$ cat src/rtl/bcd_xs3_seq.sv
// bcd_xs3_seq
// Multi-digit BCD <-> Excess-3 conversion sequencer. A packed word of
// DIGITS 4-bit digits is latched on a start request and pushed, least
// significant digit first, through a single shared digit converter at one
// digit per clock. Invalid source codes are flagged per digit.
//
// Ports:
//   clk      - system clock, rising edge
//   rst      - asynchronous active-high reset
//   start    - conversion request, sampled while idle
//   dir      - 0: BCD->XS3, 1: XS3->BCD (sampled with start)
//   a        - packed source word, digit k = a[4k+3:4k] (sampled with start)
//   c        - packed result word (registered)
//   busy     - high during CONV and DONE
//   done     - one-cycle completion pulse
//   err      - OR of err_mask
//   err_mask - bit k set when source digit k was an invalid code
module bcd_xs3_seq #(
  parameter int DIGITS = 4,
  parameter int IDXW   = 3
) (
  input  logic                  clk,
  input  logic                  rst,
  input  logic                  start,
  input  logic                  dir,
  input  logic [4*DIGITS-1:0]   a,
  output logic [4*DIGITS-1:0]   c,
  output logic                  busy,
  output logic                  done,
  output logic                  err,
  output logic [DIGITS-1:0]     err_mask
);

  localparam int                W        = 4 * DIGITS;
  localparam logic [IDXW-1:0]   LAST_IDX = IDXW'(DIGITS - 1);
  localparam logic [IDXW-1:0]   IDX_ONE  = IDXW'(1);

  typedef enum logic [1:0] {
    IDLE = 2'd0,
    CONV = 2'd1,
    DONE = 2'd2
  } state_t;

  state_t            state_r;
  logic [IDXW-1:0]   idx_r;
  logic [W-1:0]      src_r;
  logic              dir_r;

  logic [4:0]        conv_s;
  logic [W-1:0]      c_next_s;
  logic [DIGITS-1:0] mask_next_s;

  // Digit converter: returns {invalid_flag, converted_digit}. Invalid codes
  // produce a zero digit so c never carries an undefined value.
  function automatic logic [4:0] conv_digit(input logic [3:0] d, input logic to_bcd);
    logic [4:0] r;
    if (!to_bcd) begin
      if (d <= 4'd9) r = {1'b0, d + 4'd3};
      else           r = {1'b1, 4'b0000};
    end else begin
      if ((d >= 4'd3) && (d <= 4'd12)) r = {1'b0, d - 4'd3};
      else                             r = {1'b1, 4'b0000};
    end
    return r;
  endfunction

  // Shared converter works on the bottom digit of the source shift register
  always_comb begin
    conv_s = conv_digit(src_r[3:0], dir_r);
  end

  // Merge the current converted digit and its flag into result/mask images
  always_comb begin
    c_next_s    = c;
    mask_next_s = err_mask;
    for (int k = 0; k < DIGITS; k++) begin
      if (idx_r == IDXW'(k)) begin
        c_next_s[4*k +: 4] = conv_s[3:0];
        mask_next_s[k]     = conv_s[4];
      end else begin
        c_next_s[4*k +: 4] = c[4*k +: 4];
        mask_next_s[k]     = err_mask[k];
      end
    end
  end

  // Sequencer FSM with registered outputs
  always_ff @(posedge clk or posedge rst) begin
    if (rst) begin
      state_r  <= IDLE;
      idx_r    <= '0;
      src_r    <= '0;
      dir_r    <= 1'b0;
      c        <= '0;
      busy     <= 1'b0;
      done     <= 1'b0;
      err      <= 1'b0;
      err_mask <= '0;
    end else begin
      case (state_r)
        IDLE: begin
          done <= 1'b0;
          if (start) begin
            src_r    <= a;
            dir_r    <= dir;
            c        <= '0;
            err_mask <= '0;
            err      <= 1'b0;
            idx_r    <= '0;
            busy     <= 1'b1;
            state_r  <= CONV;
          end else begin
            busy <= 1'b0;
          end
        end
        CONV: begin
          c        <= c_next_s;
          err_mask <= mask_next_s;
          err      <= |mask_next_s;
          // Shift so the next digit lands in the converter's input slot
          src_r    <= src_r >> 3'd4;
          idx_r    <= idx_r + IDX_ONE;
          if (idx_r == LAST_IDX) begin
            done    <= 1'b1;
            state_r <= DONE;
          end else begin
            done <= 1'b0;
          end
        end
        DONE: begin
          done    <= 1'b0;
          busy    <= 1'b0;
          state_r <= IDLE;
        end
        default: begin
          done    <= 1'b0;
          busy    <= 1'b0;
          state_r <= IDLE;
        end
      endcase
    end
  end

endmodule

$ cat config.mk
export PLATFORM = sky130hd
export DESIGN_NAME = bcd_xs3_seq
export DESIGN_NICKNAME = d
export VERILOG_FILES = /design/src/rtl/bcd_xs3_seq.sv
export SDC_FILE = /design/constraint.sdc
export NUM_CORES = 1
export LEC_CHECK = 0
export CAP_MARGIN = 20
export CORE_MARGIN = 1
export CORE_UTILIZATION = 50
export CTS_CLUSTER_DIAMETER = 150
export DETAILED_ROUTE_END_ITERATION = 12
export PLACE_DENSITY = 0.77
export SYNTH_ARGS = -nofsm -noshare
export SYNTH_HDL_FRONTEND = slang
export SYNTH_SLANG_ARGS = --single-unit
$ cat constraint.sdc
create_clock -name clk -period 3.6 [get_ports clk]
set_clock_uncertainty 0.2 [all_clocks]
set_input_delay 0.54 -clock clk [delete_from_list [all_inputs] [get_ports clk]]
set_output_delay 0.54 -clock clk [all_outputs]
set_load 0.01 [all_outputs]
**Word-level counts from Yosys, hierarchy flattened**

Cells that the tools add are included.

- Muxes and demuxes: 28
- Order comparisons: 3
- Equality and inequality tests: 9
- Add/sub/neg operators: 3
- Reduce and logical (&&, ||, !) cells: 12

Operators by type and width:

| operator | count |
|---|---|
| 16-bit one-hot mux with 2 select lines | 2 |
| 16-bit 2-to-1 mux | 2 |
| 4-bit 2-to-1 mux | 5 |
| 5-bit 2-to-1 mux | 3 |
| 3-bit AND reduction | 4 |
| 2-bit != test, second input constant | 5 |
| 4-bit <= comparator, second input constant | 2 |
| 1-bit 2-to-1 mux | 8 |
| 4-bit one-hot mux with 2 select lines | 1 |
| 3-bit by 2-bit == test with 1-bit output, second input constant | 2 |
| 3-bit one-hot mux with 2 select lines | 1 |
| 2-bit AND reduction | 3 |
| 4-bit by 2-bit adder with 4-bit output, second input constant | 1 |
| 4-bit by 2-bit >= comparator with 1-bit output, second input constant | 1 |
| 2-bit 2-to-1 mux | 2 |
| 1-bit one-hot mux with 2 select lines | 2 |
| 2-bit one-hot mux with 2 select lines | 1 |
| 4-bit OR reduction | 1 |
| 4-bit by 2-bit subtractor with 4-bit output, second input constant | 1 |
| 3-bit by 1-bit adder with 3-bit output, second input constant | 1 |
| 3-bit by 1-bit == test with 1-bit output, second input constant | 1 |
| 3-bit logical NOT | 1 |
| 3-bit 2-to-1 mux | 1 |
| 2-bit by 1-bit == test with 1-bit output, second input constant | 1 |
| 3 further kinds | 3 |

- Input port bits: 20
- Output and inout port bits: 23
- Register bits: 45
- Logic and storage cells: 67

**Depth between registers and ports, before layout**

- Word-level depth: 7
- Gate-level depth with buffers: 6
- Mapped depth without buffers: 6

**Worst setup path after synthesis**

OpenSTA, ideal clock, no wires.

- Path kind: reg-to-reg
- Start point: register src_r[0]
- End point: register err_mask[2]
- Path slack: 1.685 ns
- Data arrival time: 1.591 ns
- Cell stages (with the launch flop): 7
- Clock period less this slack: 1.915 ns
- Buffers on the path: 0
- Required time: 3.275 ns
- Setup time: 0.125 ns
- Path through: dfrtp_1 -> inv_1 -> ha_1 -> and4b_4 -> a211o_1 -> and2_2 -> mux2_2

- Longest elaborated chain between the ends: 6
- Elaborated cells between the ends (all ways): 9
- Those cells by class: order compare: 3; mux: 5; reduce/logical: 1

RTL lines:

| element | RTL line | text |
|---|---|---|
| from (decl) | 46 | `logic [W-1:0] src_r;` |
| from (signal assigned) | 121 | `src_r <= src_r >> 3'd4;` |
| 4-bit by 2-bit >= comparator with 1-bit output / 4-bit <= comparator (equally long branches) | 61 | `if ((d >= 4'd3) && (d <= 4'd12)) r = {1'b0, d - 4'd3};` |
| 1-bit logical AND | 61 |  |
| 5-bit 2-to-1 mux | 61 |  |
| 5-bit 2-to-1 mux * | 57 | `if (!to_bcd) begin` |
| 1-bit 2-to-1 mux * | 77 | `if (idx_r == IDXW'(k)) begin` |
| 4-bit one-hot mux with 2 select lines * | 100 | `case (state_r)` |
| to (signal assigned) | 118 | `err_mask <= mask_next_s;` |
| to (decl) | 31 | `output logic [DIGITS-1:0] err_mask` |

Mark *: on every way between the ends. The rest lies on a longest branch, timed or not.
A chain may end at the register's enable or synchronous reset.

**Worst setup path in the final report**

- Start point: register state_r[0]
- End point: register dir_r

- Longest elaborated chain between the ends: 2

RTL lines:

| element | RTL line | text |
|---|---|---|
| from (decl) | 44 | `state_t state_r;` |
| from (signal assigned) | 90 | `state_r <= IDLE;` |
| from (signal assigned) | 111 | `state_r <= CONV;` |
| from (signal assigned) | 125 | `state_r <= DONE;` |
| 2-bit logical NOT | 100 |  |
| 2-bit AND reduction (no line) | - |  |
| to (signal assigned) | 105 | `dir_r <= dir;` |
| to (decl) | 47 | `logic dir_r;` |

Every way passes these cells.

==> results_dict.tcl <==
set metrics [dict create \
    die_y_um 69.2 \
    synthTopCellsByArea "dfrtp_1, o21ai_0, nand2_1" \
    layout_common_cells "dfrtp_1, clkdlybuf4s50_1, nand2_1" \
    cts-buffers-inserted 5 \
    cts_max_path_buffers 2 \
    wl_per_cell_um 14.5 \
    gr-total-overflow 0 \
    cts.sinks 45 \
    slew_headroom 0.457 \
    globalplace.congestion 0.790 \
    finalWorstPathRequiredPeriod_ns 2.25 \
    grt_pass1_vias 1550 \
    cp.required_ns 3.60 \
    syn-num-nets 248 \
    syn-mean-instance-area_um2 10.3 \
    io_pins 43 \
    hold_viol 0 \
    crit_arrival_ns 2.24 \
    worst_r2r_startpoint "state_r[0]" \
    setup.worst_path.start_class "flip-flop" \
    synth_edf_count 0 \
    grt_antenna_before_repair 0 \
    cts_tree "built" \
    worst_slew_pin_slew_ns 0.815 \
    r2r_slack_ns 1.35 \
    seq_area_frac_synth 0.499 \
    dp_hpwl_mm 3.27 \
    fp.dieW_um 69.2 \
    p_sw_mw 0.927 \
    cp-end-kind "flip-flop" \
    final_common_cell "dfrtp_1" \
    area_growth_pct 22.6 \
    drt_iter0_drc 71 \
    grt_setup_unrepaired "false" \
    worst_hold_slack_ns 0.286 \
    swShare 0.404 \
    dieArea_um2 4780 \
    syn_inst 219 \
    maxCapViolations 0 \
    grt_max_degree 30 \
    power_leakage_nw 1.24 \
    synthDistinctLibCells 46 \
    drive_above_1_share 0.111 \
    vias_per_cell 5.42 \
    start_util 0.518 \
    finalWirelength_mm 4.53 \
    worstPathMaxFanout 29 \
    cts_root_buf "clkbuf_8" \
    yosysTopAreaCellShare 0.499 \
    ys_async_sr_fraction 1.00 \
    vias 1696 \
    multi_input_area_um2 1010 \
    setup_tns_ns 0 \
    nets 289 \
    whs_endpoint "src_r[4]" \
    fin_crit_sh 0.624 \
    grt_pass1_wl_mm 7.75 \
    diodes 0 \
    grtUsageTotal 0.207 \
    ys_seq_elements 45 \
    path_class "flip-flop to flip-flop" \
    synth_warnings 0 \
    ant_nets 0 \
    netlist_area_um2 2250 \
    setup_slack_ns 1.35 \
    power_frac_comb 0.463 \
    slew_viol_final 0 \
    ctsResizeCount 0 \
    cts.clk_slew.worst_paths_ns 0.09 \
    synth-main-ff-cell "dfrtp_1" \
    hold_path_depth 2 \
    hold_buffers 0 \
    dpl_worst_slack_ns 1.05 \
    coreArea_um2 4350 \
    portBuffers 42 \
    fmaxAchievable_mhz 445 \
    row_count 24 \
    power_mw 2.30 \
    fillers 369 \
    internal_power_mw 1.37 \
    irDropWorstVdd_mv 0.463 \
    r2r-end "dir_r" \
    clock_latency_ns 0.30 \
    pwr-share-clk 0.138 \
    power_density_nw_per_um2 830 \
    timing.hold.worst.start "src_r[4]" \
    htree_levels 2 \
    yosysTopAreaCell "dfrtp_1" \
    post_cts_buffers 0 \
    ff2ff_path_depth 4 \
    hold_path.class "flip-flop to flip-flop" \
    first_pass_iters 4 \
    seq_power_share 0.399 \
    status "complete, no violations" \
    drc 0 \
    register_area_um2 1130 \
    finalSetupViolCount 0 \
]
through the flow:
step / cells / util / area [µm²]
2_1_floorplan: 219 / - / 2250
3_3_place_gp: 305 / 0.614 / 2670
3_5_place_dp: 305 / 0.614 / 2670
4_1_cts: 313 / 0.635 / 2760
5_1_grt: 313 / 0.635 / 2760
6_report: 313 / 0.635 / 2760
critical path: stages, from the launching register on:
cell and delay [ns]:
dfrtp_1 0.88, nand3b_1 0.14, a21o_2 0.31, nor2_1 0.24, mux2_2 0.36
metal layers:
metal	track usage	vias to the layer above	part of all wire
met5	0	-	0
met2	0.303	34	0.45
met4	0.0612	0	0.011
met3	0.0526	5	0.034
li1	-	853	-
met1	0.305	804	0.50
synth_stat cells (2+ instances only):
cell	number
a211oi_1	2
a21o_2	2
a21oi_1	11
a22o_1	5
a22oi_1	6
a32o_1	2
and3b_1	6
buf_6	3
clkbuf_1	3
clkbuf_8	2
dfrtp_1	45
ha_1	9
inv_1	11
mux2_2	2
nand2_1	34
nand2b_1	2
nand3_1	2
nand3b_1	4
nor2_1	2
nor2b_1	4
nor3_1	3
o21ai_0	29
o21ai_2	4
o21bai_1	3
or2_2	2
registers in the layout, indices dropped and copies added (netlist names):
signal and count:
err_mask 4, err 1, src_r 16, c 16
busy 1, idx_r 3, state_r 2, dir_r 1
done 1
power by group through the flow:
stage | clock, mW | sequential [mW] | combinational (mW)
2_1_floorplan | 0 | 0.859 | 0.778
3_3_place_gp | 0 | 0.920 | 1.04
3_5_place_dp | 0 | 0.927 | 1.07
4_1_cts | 0.324 | 0.917 | 1.07
5_1_grt | 0.343 | 0.955 | 1.19
6_report | 0.317 | 0.917 | 1.06
worst max path at each step:
stage | slack [ns] | start | cells after the start | endpoint
floorplan | 1.68 | src_r[0] | 6 | err_mask[2]
global placement | 1.09 | start | 5 | dir_r
detailed placement | 1.05 | start | 5 | dir_r
CTS | 1.34 | state_r[0] | 4 | dir_r
global route | 1.20 | state_r[0] | 4 | c[15]
finish | 1.35 | state_r[0] | 4 | dir_r
cells by family after synthesis:
| family | count (synthesis) | share of synthesized area |
|---|---|---|
| AND/OR/NAND/NOR | 67 | 0.165 |
| buffers and inverters | 21 | 0.0544 |
| multiplexers | 3 | 0.0144 |
| flip-flops | 45 | 0.499 |
| adder cells (fa/ha/maj) | 9 | 0.0499 |
| XOR/XNOR | 1 | 0.00389 |
| AO/OA/AOI/OAI | 73 | 0.213 |
final cells by class:
class | count | share of cell area
sequential | 45 | 0.407
inverter | 11 | 0.0149
clock inverter | 3 | 0.00770
clock buffer | 5 | 0.0249
timing repair buffer | 44 | 0.158
multi-input combinational | 153 | 0.364
tap | 52 | 0.0235
(Power assumes the default switching activity.)
